**config.mk**
```make
export PLATFORM = sky130hd
export DESIGN_NAME = mem_loader_flat
export DESIGN_NICKNAME = d
export VERILOG_FILES = /design/src/rtl/mem_loader_if.sv /design/src/rtl/mem_loader.sv /design/src/flat_wrapper.sv
export SDC_FILE = /design/constraint.sdc
export NUM_CORES = 1
export LEC_CHECK = 0
export BUFFER_PORTS_ARGS = -buffer_cell sky130_fd_sc_hd__buf_2
export CORE_ASPECT_RATIO = 1.2
export CORE_MARGIN = 2
export CORE_UTILIZATION = 40
export CTS_CLUSTER_SIZE = 10
export DETAILED_ROUTE_END_ITERATION = 10
export GPL_TIMING_DRIVEN = 0
export PLACE_DENSITY_LB_ADDON = 0.3
export SKIP_LAST_GASP = 1
export SYNTH_ARGS = -nofsm -noshare
export SYNTH_HDL_FRONTEND = slang
export SYNTH_SLANG_ARGS = --single-unit
export TNS_END_PERCENT = 1
```
**constraint.sdc**
```tcl
create_clock -name clk -period 3.5 [get_ports clk]
set_clock_uncertainty 0.05 [all_clocks]
set_input_delay 0.35 -clock clk [delete_from_list [all_inputs] [get_ports clk]]
set_output_delay 0.35 -clock clk [all_outputs]
set_load 0.05 [all_outputs]
```
**src/rtl/mem_loader_if.sv**
```systemverilog
// mem_loader_if: byte-stream input, memory port and status bundle for the loader
interface mem_loader_if;
  logic        start;
  logic [15:0] n_words;
  logic [7:0]  in_data;
  logic        in_valid;
  logic        in_ready;
  logic        MemWrite;
  logic [31:0] Adr;
  logic [31:0] WriteData;
  logic [31:0] ReadData;
  logic        busy;
  logic        done;
  logic        err;
  logic        cpu_reset;
  modport master (
    input  start, n_words, in_data, in_valid, ReadData,
    output in_ready, MemWrite, Adr, WriteData, busy, done, err, cpu_reset
  );
  modport slave (
    output start, n_words, in_data, in_valid, ReadData,
    input  in_ready, MemWrite, Adr, WriteData, busy, done, err, cpu_reset
  );
endinterface

```
**src/rtl/mem_loader.sv**
```systemverilog
// mem_loader: packs a byte stream into words, writes and reads back each one, then releases the core
module mem_loader #(
  parameter logic [31:0] BASE_ADDR = 32'h0,
  parameter int          MAX_WORDS = 64
) (
  input logic          clk,
  input logic          reset,
  mem_loader_if.master bus
);
  typedef enum logic [2:0] {IDLE, COLLECT, WRITE, VERIFY, DONE} state_t;
  localparam logic [15:0] MAX_N = 16'(MAX_WORDS);
  state_t      state_q, state_d;
  logic [31:0] word_q, word_d;
  logic [1:0]  byte_cnt_q, byte_cnt_d;
  logic [15:0] word_idx_q, word_idx_d;
  logic [15:0] n_q, n_d;
  logic        err_q, err_d;
  logic        xfer;
  logic [31:0] adr;
  assign xfer = state_q == WRITE || state_q == VERIFY;
  assign adr  = BASE_ADDR + {14'b0, word_idx_q, 2'b00};
  always_comb begin
    state_d    = state_q;
    word_d     = word_q;
    byte_cnt_d = byte_cnt_q;
    word_idx_d = word_idx_q;
    n_d        = n_q;
    err_d      = err_q;
    case (state_q)
      IDLE, DONE: if (bus.start) begin
        n_d        = bus.n_words;
        word_idx_d = '0;
        byte_cnt_d = '0;
        err_d      = bus.n_words > MAX_N;
        state_d    = (bus.n_words == '0 || bus.n_words > MAX_N) ? DONE : COLLECT;
      end
      COLLECT: if (bus.in_valid) begin
        word_d[{byte_cnt_q, 3'b000} +: 8] = bus.in_data;
        byte_cnt_d = byte_cnt_q + 2'd1;
        state_d    = byte_cnt_q == 2'd3 ? WRITE : COLLECT;
      end
      WRITE: state_d = VERIFY;
      VERIFY: begin
        err_d      = err_q | (bus.ReadData != word_q);
        word_idx_d = word_idx_q + 16'd1;
        state_d    = (word_idx_q + 16'd1 == n_q) ? DONE : COLLECT;
      end
      default: state_d = IDLE;
    endcase
  end
  always_ff @(posedge clk or negedge reset) begin
    if (!reset) begin
      state_q    <= IDLE;
      word_q     <= '0;
      byte_cnt_q <= '0;
      word_idx_q <= '0;
      n_q        <= '0;
      err_q      <= 1'b0;
    end else begin
      state_q    <= state_d;
      word_q     <= word_d;
      byte_cnt_q <= byte_cnt_d;
      word_idx_q <= word_idx_d;
      n_q        <= n_d;
      err_q      <= err_d;
    end
  end
  assign bus.in_ready  = state_q == COLLECT;
  assign bus.MemWrite  = state_q == WRITE;
  assign bus.Adr       = xfer ? adr : '0;
  assign bus.WriteData = xfer ? word_q : '0;
  assign bus.busy      = state_q == COLLECT || xfer;
  assign bus.done      = state_q == DONE;
  assign bus.err       = err_q;
  assign bus.cpu_reset = state_q != DONE;
endmodule

```
**src/flat_wrapper.sv**
```systemverilog
// flat-port wrapper written by rule: the top's interface ports become plain ports
module mem_loader_flat 
#(
  parameter logic [31:0] BASE_ADDR = 32'h0,
  parameter int          MAX_WORDS = 64
)
  (clk, reset, bus_start, bus_n_words, bus_in_data, bus_in_valid, bus_ReadData, bus_in_ready, bus_MemWrite, bus_Adr, bus_WriteData, bus_busy, bus_done, bus_err, bus_cpu_reset);
  mem_loader_if bus_i ();
  input logic clk;
  input logic reset;
  input wire logic [$bits(bus_i.start)-1:0] bus_start;
  input wire logic [$bits(bus_i.n_words)-1:0] bus_n_words;
  input wire logic [$bits(bus_i.in_data)-1:0] bus_in_data;
  input wire logic [$bits(bus_i.in_valid)-1:0] bus_in_valid;
  input wire logic [$bits(bus_i.ReadData)-1:0] bus_ReadData;
  output wire logic [$bits(bus_i.in_ready)-1:0] bus_in_ready;
  output wire logic [$bits(bus_i.MemWrite)-1:0] bus_MemWrite;
  output wire logic [$bits(bus_i.Adr)-1:0] bus_Adr;
  output wire logic [$bits(bus_i.WriteData)-1:0] bus_WriteData;
  output wire logic [$bits(bus_i.busy)-1:0] bus_busy;
  output wire logic [$bits(bus_i.done)-1:0] bus_done;
  output wire logic [$bits(bus_i.err)-1:0] bus_err;
  output wire logic [$bits(bus_i.cpu_reset)-1:0] bus_cpu_reset;
  assign bus_i.start = bus_start;
  assign bus_i.n_words = bus_n_words;
  assign bus_i.in_data = bus_in_data;
  assign bus_i.in_valid = bus_in_valid;
  assign bus_i.ReadData = bus_ReadData;
  assign bus_in_ready = bus_i.in_ready;
  assign bus_MemWrite = bus_i.MemWrite;
  assign bus_Adr = bus_i.Adr;
  assign bus_WriteData = bus_i.WriteData;
  assign bus_busy = bus_i.busy;
  assign bus_done = bus_i.done;
  assign bus_err = bus_i.err;
  assign bus_cpu_reset = bus_i.cpu_reset;
  mem_loader #(.BASE_ADDR(BASE_ADDR), .MAX_WORDS(MAX_WORDS)) u_core (.clk(clk), .reset(reset), .bus(bus_i));
endmodule
```
# Word level (Yosys, flattened, before mapping)
# Index checks and enable logic that the tools add are counted.
[op_classes] addsub=3 magnitude_cmp=1 n_eq_ne=10 shift=2 muxes=16 bitwise_logic=1 n_reduce_logical=13
[ops] operator="$bwmux 32" count=1
[ops] operator="$mux 32" count=1
[ops] operator="$ne 32x32->1" count=1
[ops] operator="$pmux 16 s2" count=1
[ops] operator="$shift 8x7->32 const A" count=1
[ops] operator="$shiftx 8x7->32" count=1
[ops] operator="$mux 18" count=1
[ops] operator="$add 16x1->16 const B" count=1
[ops] operator="$eq 16x16->1" count=1
[ops] operator="$gt 16x7->1 const B" count=1
[ops] operator="$logic_not 16->1" count=1
[ops] operator="$mux 16" count=1
[ops] operator="$mux 3" count=4
[ops] operator="$pmux 3 s4" count=1
[ops] operator="$reduce_and 2->1" count=4
[ops] operator="$neg 5->7" count=1
[ops] operator="$eq 3x2->1 const B" count=2
[ops] operator="$mux 2" count=3
[ops] operator="$ne 2x2->1 const B" count=2
[ops] operator="$pmux 2 s2" count=1
[ops] operator="$reduce_bool 2->1" count=2
[ops] operator="$eq 3x1->1 const B" count=1
[ops] operator="$eq 3x3->1 const B" count=1
[ops] operator="$logic_not 3->1" count=1
[ops] operator="9 further kinds" count=11
[word_totals] regBits=70 inputBits=60 output_inout_bits=70

# Depth between registers and ports, before layout
# Gate-level depths: netlist (run 1).
[logic_depth] ltp_word=5 mapped_depth=8

# Worst setup path after synthesis (run 1)
# Ideal clock, no wire load.
[synth_path] path_kind="register to register" from="reg u_core.state_q[2]" to="reg u_core.word_q[14]" arrival_ns=2.728 slack_ns=0.586 stages_incl_launch_ff=9 n_path_buf=3 cell_sequence="dfrtp_1 > clkbuf_1 > nor3b_1 > and2_1 > clkbuf_1 > nand2_1 > clkbuf_1 > nand2_1 > o21ai_0"
[synth_between] elab_chain_len=2
[synth_lines] element="from (decl)" line_no="mem_loader.sv:12" text="state_t state_q, state_d;"
[synth_lines] element="from (signal assigned)" line_no="mem_loader.sv:60" text="state_q <= state_d;"
[synth_lines] element="$eq 3x1->1"
[synth_lines] element="named net bus_in_ready" line_no="flat_wrapper.sv:16" text="output wire logic [$bits(bus_i.in_ready)-1:0] bus_in_ready;"
[synth_lines] element="$reduce_and 2->1 (no source line)"
[synth_lines] element="to (signal assigned)" line_no="mem_loader.sv:61" text="word_q <= word_d;"
[synth_lines] element="to (decl)" line_no="mem_loader.sv:13" text="logic [31:0] word_q, word_d;"
# The timed path passes the listed nets, and every way through them passes these cells.
# A chain may end at the register's enable or synchronous reset.

# Worst setup path in the final report (run 1)
[layout_path] from="reg u_core.state_q[2]" to="out bus_WriteData[24]"
[layout_between] elab_chain_len=3
[layout_lines] element="$eq 3x2->1" line_no="mem_loader.sv:20" text="assign xfer = state_q == WRITE || state_q == VERIFY;"
[layout_lines] element="$logic_or 1x1->1 *" line_no="mem_loader.sv:20"
[layout_lines] element="$mux 32 *" line_no="mem_loader.sv:71" text="assign bus.WriteData = xfer ? word_q : '0;"
[layout_lines] element="to (decl)" line_no="flat_wrapper.sv:19" text="output wire logic [$bits(bus_i.WriteData)-1:0] bus_WriteData;"
# Mark *: on every way between the ends. The rest lies on a longest branch, timed or not.

==> results of run 1 <==
Yosys cell counts (all sizes together) (2+ instances only):
cell / instances / area (um^2)
inv: 7 / 26.3
o22ai: 2 / 12.5
ha: 7 / 87.6
nor3: 5 / 25.0
a21oi: 10 / 50.1
buf: 23 / 156
a31oi: 4 / 25.0
dfrtp: 70 / 1750
and2: 48 / 300
and3: 3 / 18.8
o21ai: 58 / 290
o2111ai: 3 / 26.3
nand3b: 2 / 15.0
nor4: 7 / 73.8
nand2: 89 / 334
mux2: 17 / 191
or4: 3 / 22.5
clkbuf: 20 / 77.6
xor2: 9 / 78.8
or3: 2 / 12.5
mux2i: 2 / 20.0
nand2b: 5 / 31.3
nor2b: 2 / 12.5
nand4: 15 / 109
o21a: 3 / 22.5
nand3: 10 / 60.1
xnor2: 42 / 368
a22o: 2 / 17.5
nor2: 24 / 90.1
o31ai: 2 / 15.0
nor3b: 5 / 37.5
o41ai: 2 / 17.5
nor4b: 3 / 26.3
routing by layer:
metal / up-vias / part of all wire (%) / GRT usage, %
met4: 2 / 2.0 / 7.94
li1: 2029 / - / -
met1: 1981 / 40 / 26.4
met5: - / 0.10 / 0
met2: 190 / 51 / 37.4
met3: 26 / 7.3 / 4.39
worst reg2reg max path: cells and delay by family, from the launching register on:
family | cells | cell delay (ps)
simple gates | 4 | 1300
buf+inv | 1 | 330
xor+xnor | 1 | 130
fa+ha+maj | 1 | 190
compound gates | 1 | 220
flops | 1 | 470
power breakdown:
| group | internal [mW] | switching (mW) | total (mW) |
|---|---|---|---|
| combinational | 0.0966 | 0.128 | 0.224 |
| sequential | 0.830 | 0.0207 | 0.850 |
| clock | 0.641 | 0.337 | 0.978 |
through the flow:
stage          hold slack (ps)  cells  setup slack, ps  instance area, um^2
2_1_floorplan             4.41    533              586                 4570
3_3_place_gp               452    778              869                 5300
3_5_place_dp               206    779              831                 5330
4_1_cts                    205    796              480                 5650
5_1_grt                    217    796              312                 5650
6_report                   214    796              561                 5650
area by class of cell:
type	instances	area share (%)
inverter	7	0.465
clock inverter	4	1.24
tap	132	2.92
clock buffer	12	4.36
timing repair buffer	115	10.7
buffer	43	4.14
multi-input combinational	413	45.2
sequential	70	31.0
what timing repair did:
item                                    in CTS  in global routing
hold buffers                                 1                  0
endpoints found under the setup margin       0                  0
endpoints found under the hold margin       17                  0
sequential cells by signal, indices dropped and copies added (netlist names):
signal,count
u_core.bus.err,1
u_core.byte_cnt_q,2
u_core.n_q,16
u_core.state_q,3
u_core.word_idx_q,16
u_core.word_q,32
worst max-delay path by stage:
stage,slack [ps],endpoint,startpoint
2_1_floorplan,590,u_core.word_q[14],u_core.state_q[2]
3_3_place_gp,870,bus_WriteData[24],u_core.state_q[2]
3_5_place_dp,830,u_core.state_q[0],u_core.word_idx_q[0]
4_1_cts,480,bus_Adr[3],u_core.state_q[2]
5_1_grt,310,bus_WriteData[24],u_core.state_q[2]
6_report,560,bus_WriteData[24],u_core.state_q[2]
cells by family (layout without fill, tap and decap cells):
family / after synthesis / count (layout) / synth area share [%]
AO/OA/AOI/OAI: 94 / 94 / 12.2
XOR/XNOR: 51 / 51 / 9.91
adder cells (fa/ha/maj): 7 / 7 / 1.94
buffers and inverters: 50 / 181 / 5.77
flip-flops: 70 / 70 / 38.8
multiplexers: 19 / 19 / 4.69
other: 1 / 16 / 0.0832
AND/OR/NAND/NOR: 226 / 226 / 26.5
==> reports/summary.md, run 1 <==
- Maximum Capacitance Violations: 0
- class of the tightest hold or removal check: input port to flop
- Antenna diodes: 0
- most common flop cell mapped by yosys: dfrtp_1
- number of failing hold endpoints at the final stage: 0
- final HPWL from detailed placement: 9750 um
- required arrival time at the worst endpoint: 3100 ps
- clock latency at the later pin of the worst-skew pair: 340 ps
- Crit. End Element: output port
- standard-cell row count: 42
- Die Y-Extent: 120 um
- Syn Inst Count: 518
- Power Total: 2.05 mW
- DRC Markers: 0
- kind of critical path: flop to output port
- flip-flop and latch count after synthesis: 70
- post-route minimum period: 2940 ps
- die area: 0.0121 mm^2
- post-cts resize count: 0
- pin count of the biggest net entering global routing: 54
- overall overflow remaining after global route: 0
- TritonCTS buffer count: 9
- number of primary I/O pins: 130
- most common cell after layout, fill and taps aside: buf_2
- maximum cell stage delay along the critical path: 500 ps
- beginning of the worst hold path: bus_n_words[15]
- most frequent cells in the layout: buf_2, nand2_1, dfrtp_1
- number of buffers and inverters on the critical path: 4
- gpl congestion: 0.888
- Area growth, synth to finish: 25.4%
- Highest Clock Rate: 340 MHz
- placeable core region: 0.0110 mm^2
- detailed-route wire length per cell: 16.1 um
- CP dominant cell by count: clkbuf_1
- Peak supply drop: 235 uV
- clk slew on worst S/H paths: 50 ps
- critical register-to-register path endpoint: u_core.state_q[0]
- layout cells sized above 1: 26.4%
- area taken by multi-input logic gates: 0.00255 mm^2
- share of synthesized flip-flops with an asynchronous set or reset: 100%
- r2r startpoint: u_core.word_idx_q[0]
- standby leakage power: 2.59 nW
- buffer cell driving the clock tree root: clkbuf_16
- setup fix buffers added after clock tree synthesis: 0
- CTS H-Tree Depth: 3
- largest driver fanout on the critical path: 10
- max_slew headroom: 24.8%
- vias in the first global route: 3988
- number of detailed-routing iterations run before antenna repair: 5
- final core utilization: 51.2%
- overall routing resource usage: 21.6%
- family of cells with the greatest summed delay on the critical path: buffers and inverters
- instance count on the critical path: 6
- wire length of the first global-routing pass: 20300 um
- final net count: 726
- clock tree from TritonCTS: yes
- status: finished, final reports clean
- worst hold path stage count: 2
- sequential element share of the synthesized area: 38.8%
- Setup TNS: 0 ps
- cell depth of the worst flop-to-flop path: 8
- antenna violations before repair: 1
- setup repair after global routing missed its margin: no
- register-to-register setup slack: 700 ps
- initial standard-cell utilization of the core: 40.9%
- Via Count: 4228
- Warnings, synthesis: 0
- number of setup violations in the final report: 0
- Unique masters post-synth: 52
- clock sink count: 70
- Mapped Area: 0.00451 mm^2
- arrival time worst endpoint: 2540 ps
- Avg Synthesized Cell Area: 8.71 um^2
- CP Cell Sequence: clkbuf_1 > nor2b_1 > buf_1 > clkbuf_1 > and2_1 > buf_2
- power density normalized to cell area: 363 mW/mm^2
- fill cell instance count of the final layout: 1106
- Worst-Margin Slew: 1130 ps
- worst-case hold path end point: u_core.n_q[15]
- Final Slew Violations: 0
- portion of the clock cycle consumed by the worst path in the final layout: 84.0%
- Sequential cell area: 0.00175 mm^2
- EDFF count, synth: 0
- detailed router's first-iteration violation count: 138
- Setup crit start kind: flop
- width of the die: 101 um
- DR vias/cell: 5.31
- Final ANT Viol Nets: 0
- Max Buffers Root-to-Sink: 2
- count of input and output buffers: 113
- CP max-delay cell: buf_1
- Routed Wire Length: 12800 um
Note: power is estimated with default switching activity, not from simulation.
==> inputs of run 2 (changes only) <==
- ABC_AREA: not set -> 1
- clock period: 3.5 -> 2.6 ns (I/O delays scaled with it)
==> run 2 against run 1 <==
The flow now finishes with violations (hold timing). Area after synthesis shrank 0.83%. First-iteration DRC count grew 43%. Register-to-register slack got worse by 520 ps. Final area is 1.4% lower. Setup slack worse by 380 ps. Via count is 4.9% higher. Routed wire length fell by 1.4%. Combinational power increased by 66%. Flip-flop and latch count is the same. Sequential power up 44%. Critical path depth increased by 1. Critical path type is now flop to flop. Largest cell class unchanged.
==> reports/summary.md, run 2 <==
- Syn Inst Count: 613
- post-route minimum period: 2420 ps
- kind of critical path: flop to flop
- max FFs per register: 32
- Highest Clock Rate: 413 MHz
- buffer cell driving the clock tree root: clkbuf_16
- number of primary I/O pins: 130
- failing checks: hold timing
- Power Total: 2.87 mW
- most common cell after layout, fill and taps aside: buf_2
- Final ANT Viol Nets: 0
- final HPWL from detailed placement: 9770 um
- Routed Wire Length: 12700 um
- worst setup margin: 180 ps
- dpl cells: 873
- fraction of power consumed by the clock network: 44.5%
- gpl congestion: 0.937
- number of setup violations in the final report: 0
- clock tree from TritonCTS: yes
- pin count of the biggest net entering global routing: 71
- largest driver fanout on the critical path: 10
- Reg with most FFs: u_core.word_q
- maximum cell stage delay along the critical path: 480 ps
- sequential element share of the synthesized area: 39.2%
- Final Slew Violations: 0
- detailed router's first-iteration violation count: 197
- Area contributors post-synth: dfrtp_1, nand2_1, inv_1
- most common flop cell mapped by yosys: dfrtp_1
- Unique masters post-synth: 28
- EDFF count, synth: 0
- arrival time worst endpoint: 2630 ps
- Crit. End Element: flop
- die area: 0.0120 mm^2
- setup fix buffers added after clock tree synthesis: 0
- vias in the first global route: 4249
- design area: 0.00557 mm^2
- power spent charging and discharging nets: 787 uW
- Warnings, synthesis: 0
- r2r startpoint: u_core.byte_cnt_q[0]
- Max Buffers Root-to-Sink: 2
- share of synthesized flip-flops with an asynchronous set or reset: 100%
- Peak supply drop: 280 uV
- placeable core region: 0.0110 mm^2
- DP Worst Slack: 300 ps
- net switching fraction of the power: 27.5%
- standby leakage power: 2.90 nW
- count of input and output buffers: 113
- cell with the most instances after synthesis: nand2_1
- Avg Synthesized Cell Area: 7.29 um^2
- fraction of synthesized cell area taken by the top area cell type: 39.2%
- layout cells sized above 1: 22.9%
- overall routing resource usage: 21.4%
- DRC Markers: 0
- number of detailed-routing iterations run before antenna repair: 4
- status: finished, violations left
- logic gate share of total power: 12.9%
- Worst-Margin Slew: 913 ps
- clock sink count: 70
- CP Cell Sequence: clkbuf_1 > inv_1 > ha_1 > inv_1 > nor2_1 > nand4_1 > o21ai_0
- final net count: 818
- Via Count: 4436
- Area growth, synth to finish: 24.6%
- Die Y-Extent: 120 um
- DR vias/cell: 5.00
- required arrival time at the worst endpoint: 2810 ps
- flip-flop and latch count after synthesis: 70
- power density normalized to cell area: 514 mW/mm^2
- clock latency at the later pin of the worst-skew pair: 340 ps
- standard-cell row count: 42
- overall overflow remaining after global route: 0
- detailed-route wire length per cell: 14.3 um
- cell-internal power: 2.08 mW
- Post-Place Cell Area: 0.00526 mm^2
- clk slew on worst S/H paths: 60 ps
- Antenna diodes: 0
- cell type with the largest total area after synthesis: dfrtp_1
- Setup TNS: 0 ps
- width of the die: 101 um
- Largest regs: u_core.word_q (32), u_core.n_q (16), u_core.word_idx_q (16)
- final core utilization: 50.7%
- CP max-delay cell: nor2_1
- Mapped Area: 0.00447 mm^2
- max_slew headroom: 39.1%
- CTS H-Tree Depth: 3
- number of non-filler instances in the completed layout: 888
- number of failing hold endpoints at the final stage: 3
- CP dominant cell by count: inv_1
- Setup crit start kind: flop
- class of the tightest hold or removal check: input port to async pin
- antenna violations before repair: 0
- portion of the clock cycle consumed by the worst path in the final layout: 93.1%
- most frequent cells in the layout: buf_2, nand2_1, inv_1
- hold_ws: -1.60 ps
- wire length of the first global-routing pass: 20100 um
- share of power burned in registers: 42.6%
- list of most frequent post-synthesis cells: nand2_1, inv_1, nor2_1
- Maximum Capacitance Violations: 0
- Critical path origin: u_core.byte_cnt_q[0]
- TritonCTS buffer count: 9
- initial standard-cell utilization of the core: 40.7%
[run 2: cell families after synthesis]
logic type | share of synthesized area, %
simple gates | 32.0
other cells | 0.0839
buf+inv | 11.7
fa+ha+maj | 1.96
flops | 39.2
xor+xnor | 7.11
compound gates | 8.00
[run 2: power by group through the flow]
stage	clock network (mW)	logic (mW)	registers, mW
after global placement	0	0.364	1.23
final	1.28	0.371	1.22
after detailed placement	0	0.372	1.24
after global routing	1.34	0.416	1.23
after CTS	1.29	0.374	1.22
after floorplan	0	0.248	1.22
[run 2: final timing paths]
kind	slack (ps)	cells past startpoint	to
worst min-delay path	-2	1	u_core.word_idx_q[4]
worst max-delay path	180	7	u_core.word_q[11]
min in group clk	100	3	u_core.n_q[8]
worst max register to register	180	7	u_core.word_q[11]
max in group asynchronous	1900	1	u_core.word_q[11]
worst min register to register	450	2	u_core.n_q[9]
[run 2: worst max-delay path: cells and delay by family (launching register included)]
kind / cells / cell delay (ps)
flops: 1 / 470
fa+ha+maj: 1 / 350
compound gates: 1 / 110
buf+inv: 3 / 670
simple gates: 2 / 690
[run 2: routing by layer]
| layer | vias up | share of wire [%] | wire, um | track usage (%) |
|---|---|---|---|---|
| met3 | 28 | 6.1 | 772 | 4.43 |
| met5 | - | 0 | 0 | 0 |
| met4 | 0 | 2.3 | 295 | 7.71 |
| li1 | 2214 | - | - | - |
| met2 | 158 | 50 | 6380 | 37.0 |
| met1 | 2036 | 41 | 5210 | 26.3 |
[run 2: final cells by class]
class                      count  area, um^2
clock inverter                 6        70.1
inverter                      90         338
tap                          132         165
multi-input combinational    436        2260
timing repair buffer         113         568
buffer                        31         180
clock buffer                  10         239
fill                        1098        5410
sequential                    70        1750
[run 2: repair_timing]
action,CTS,global route
resized for setup,0,1
hold buffers,0,0
setup endpoints to repair,13,4
==> inputs of run 3 (changes only) <==
- GPL_TIMING_DRIVEN: 0 -> not set
- HOLD_SLACK_MARGIN: not set -> 0.15
- clock period: 2.6 -> 2.2 ns (I/O delays scaled with it)
==> run 3 against run 2 <==
The run now ends clean. Fmax grew 19%. Via count grew 0.79%. Global-route usage grew 0.56 points. Routed wire length grew 1.2%. Non-clock buffer count grew 4. Register-to-register slack is essentially flat. Setup slack lost 15 ps. Cell count grew 0.45%. Final area grew 2.4%. Utilization grew 1.2 points.
==> reports/summary.md, run 3 (synthesis results as in run 2) <==
- met3 wire len: 792 um
- cell-internal power: 2.35 mW
- clock latency at the later pin of the worst-skew pair: 340 ps
- power spent charging and discharging nets: 941 uW
- Final ANT Viol Nets: 0
- Power Total: 3.29 mW
- routed length on met2: 6380 um
- placeable core region: 0.0110 mm^2
- overall overflow remaining after global route: 0
- CTS H-Tree Depth: 3
- initial standard-cell utilization of the core: 40.7%
- Worst-Margin Slew: 715 ps
- Max Buffers Root-to-Sink: 2
- overall routing resource usage: 22.0%
- most common cell after layout, fill and taps aside: buf_2
- layout cells sized above 1: 22.4%
- TritonCTS buffer count: 9
- vias in the first global route: 4388
- buffer cell driving the clock tree root: clkbuf_16
- class of the tightest hold or removal check: input port to flop
- Final Slew Violations: 0
- number of buffers and inverters on the critical path: 1
- number of setup violations in the final report: 0
- fraction of power consumed by the clock network: 42.5%
- Reg with most FFs: u_core.word_q
- required arrival time at the worst endpoint: 2380 ps
- Largest regs: u_core.word_q (32), u_core.n_q (16), u_core.word_idx_q (16)
- CP Cell Sequence: ha_4 > nand2_2 > nor2_4 > buf_4 > nand4_1 > nand3b_1 > nand2_1 > nor2_1 > nand2_1 > nor2_2 > nand2_1 > nand2_1 > nand2_1 > nand2_1 > nand2_1
- share of power burned in registers: 43.8%
- logic gate share of total power: 13.8%
- number of primary I/O pins: 130
- clock tree from TritonCTS: yes
- kind of critical path: flop to flop
- beginning of the worst hold path: bus_in_data[7]
- Crit. End Element: flop
- Post-Place Cell Area: 0.00518 mm^2
- Die Y-Extent: 120 um
- power density normalized to cell area: 577 mW/mm^2
- max FFs per register: 32
- standby leakage power: 2.93 nW
- CP max-delay cell: dfrtp_1
- r2r startpoint: u_core.word_idx_q[0]
- arrival time worst endpoint: 2210 ps
- design area: 0.00571 mm^2
- detailed-route wire length per cell: 14.4 um
- worst setup margin: 165 ps
- uppermost signal routing layer after detailed routing: met4
- wire length of the first global-routing pass: 20700 um
- most frequent cells in the layout: buf_2, nand2_1, inv_1
- portion of the clock cycle consumed by the worst path in the final layout: 92.5%
- Routed Wire Length: 12800 um
- Peak supply drop: 270 uV
- post-route minimum period: 2030 ps
- Setup crit start kind: flop
- max_slew headroom: 52.3%
- family of cells with the greatest summed delay on the critical path: simple AND/OR/NAND/NOR gates
- width of the die: 101 um
- Highest Clock Rate: 492 MHz
- number of failing hold endpoints at the final stage: 0
- status: finished, final reports clean
- Via Count: 4471
- CP dominant cell by count: nand2_1
- gpl congestion: 0.932
- net switching fraction of the power: 28.6%
- wire length on met1: 5300 um
- setup repair after global routing missed its margin: no
- final HPWL from detailed placement: 9660 um
- Maximum Capacitance Violations: 0
- antenna violations before repair: 0
- clk slew on worst S/H paths: 60 ps
- largest driver fanout on the critical path: 8
- DRC Markers: 0
- standard-cell row count: 42
- pin count of the biggest net entering global routing: 33
- detailed router's first-iteration violation count: 259
- Critical path origin: u_core.word_idx_q[0]
- die area: 0.0120 mm^2
- final net count: 822
- number of detailed-routing iterations run before antenna repair: 5
- DR vias/cell: 5.01
- maximum cell stage delay along the critical path: 430 ps
- Setup TNS: 0 ps
- count of input and output buffers: 113
- Area growth, synth to finish: 27.6%
- clock sink count: 70
- Antenna diodes: 0
- DP Worst Slack: 203 ps
run 3: cell types whose count changed in the layout (fill, tap and decap cells not counted), moves of 2 or more:
cell and change:
dlygate4sd3_1 +20, clkbuf_1 -10, buf_4 -3, buf_1 -2, buf_2 -2
run 3: path summary, 6_finish.rpt:
kind                                      to  slack (ps)  cells after the start
hold reg to reg                u_core.n_q[8]         460                      2
max in group asynchronous      u_core.n_q[9]        1040                      3
min in group asynchronous      u_core.n_q[3]         420                      2
setup reg to reg           u_core.state_q[0]         170                     15
hold / removal             u_core.word_q[23]         160                      3
setup / recovery           u_core.state_q[0]         170                     15
run 3: cell type report:
cell class	instances	area, um^2
multi-input combinational	436	2270
clock inverter	6	46.3
timing repair buffer	148	891
inverter	90	338
fill	1076	5280
clock buffer	10	239
tap	132	165
sequential	70	1750
run 3: per-stage QoR:
stage | util, % | cells | hold WS, ps
after CTS | 51.6 | 889 | 152
final | 51.9 | 892 | 160
after detailed placement | 47.1 | 853 | 267
after floorplan | - | 628 | -126
after global placement | 47.1 | 853 | 254
after global routing | 51.9 | 892 | 197
run 3: worst reg2reg max path: stages, from the launching register on:
cell      delay, ps
dfrtp_1         430
ha_4            170
nand2_2          80
nor2_4          220
buf_4           160
nand4_1         120
nand3b_1        120
nand2_1          50
nor2_1           90
nand2_1          70
nor2_2           90
nand2_1          60
nand2_1          60
nand2_1          50
nand2_1          50
nand2_1          40
run 3: repair_timing:
item                                   4_1_cts  5_1_grt
setup endpoints to repair                    0        2
endpoints found under the hold margin       47        0
buffers inserted                             0        3
gates resized for setup                      0        5
hold buffers                                20        0
run 3: per-layer routing:
| layer | track usage (%) | up-vias |
|---|---|---|
| li1 | - | 2217 |
| met1 | 27.1 | 2068 |
| met2 | 37.9 | 161 |
| met3 | 4.14 | 25 |
| met4 | 8.13 | 0 |
| met5 | 0 | - |
run 3: power by group through the flow:
stage                     clock network (mW)  registers, mW  logic [mW]
final                                   1.40           1.44       0.454
after global routing                    1.46           1.45       0.510
after CTS                               1.42           1.44       0.455
after detailed placement                   0           1.46       0.428
after global placement                     0           1.46       0.415
after floorplan                            0           1.44       0.293
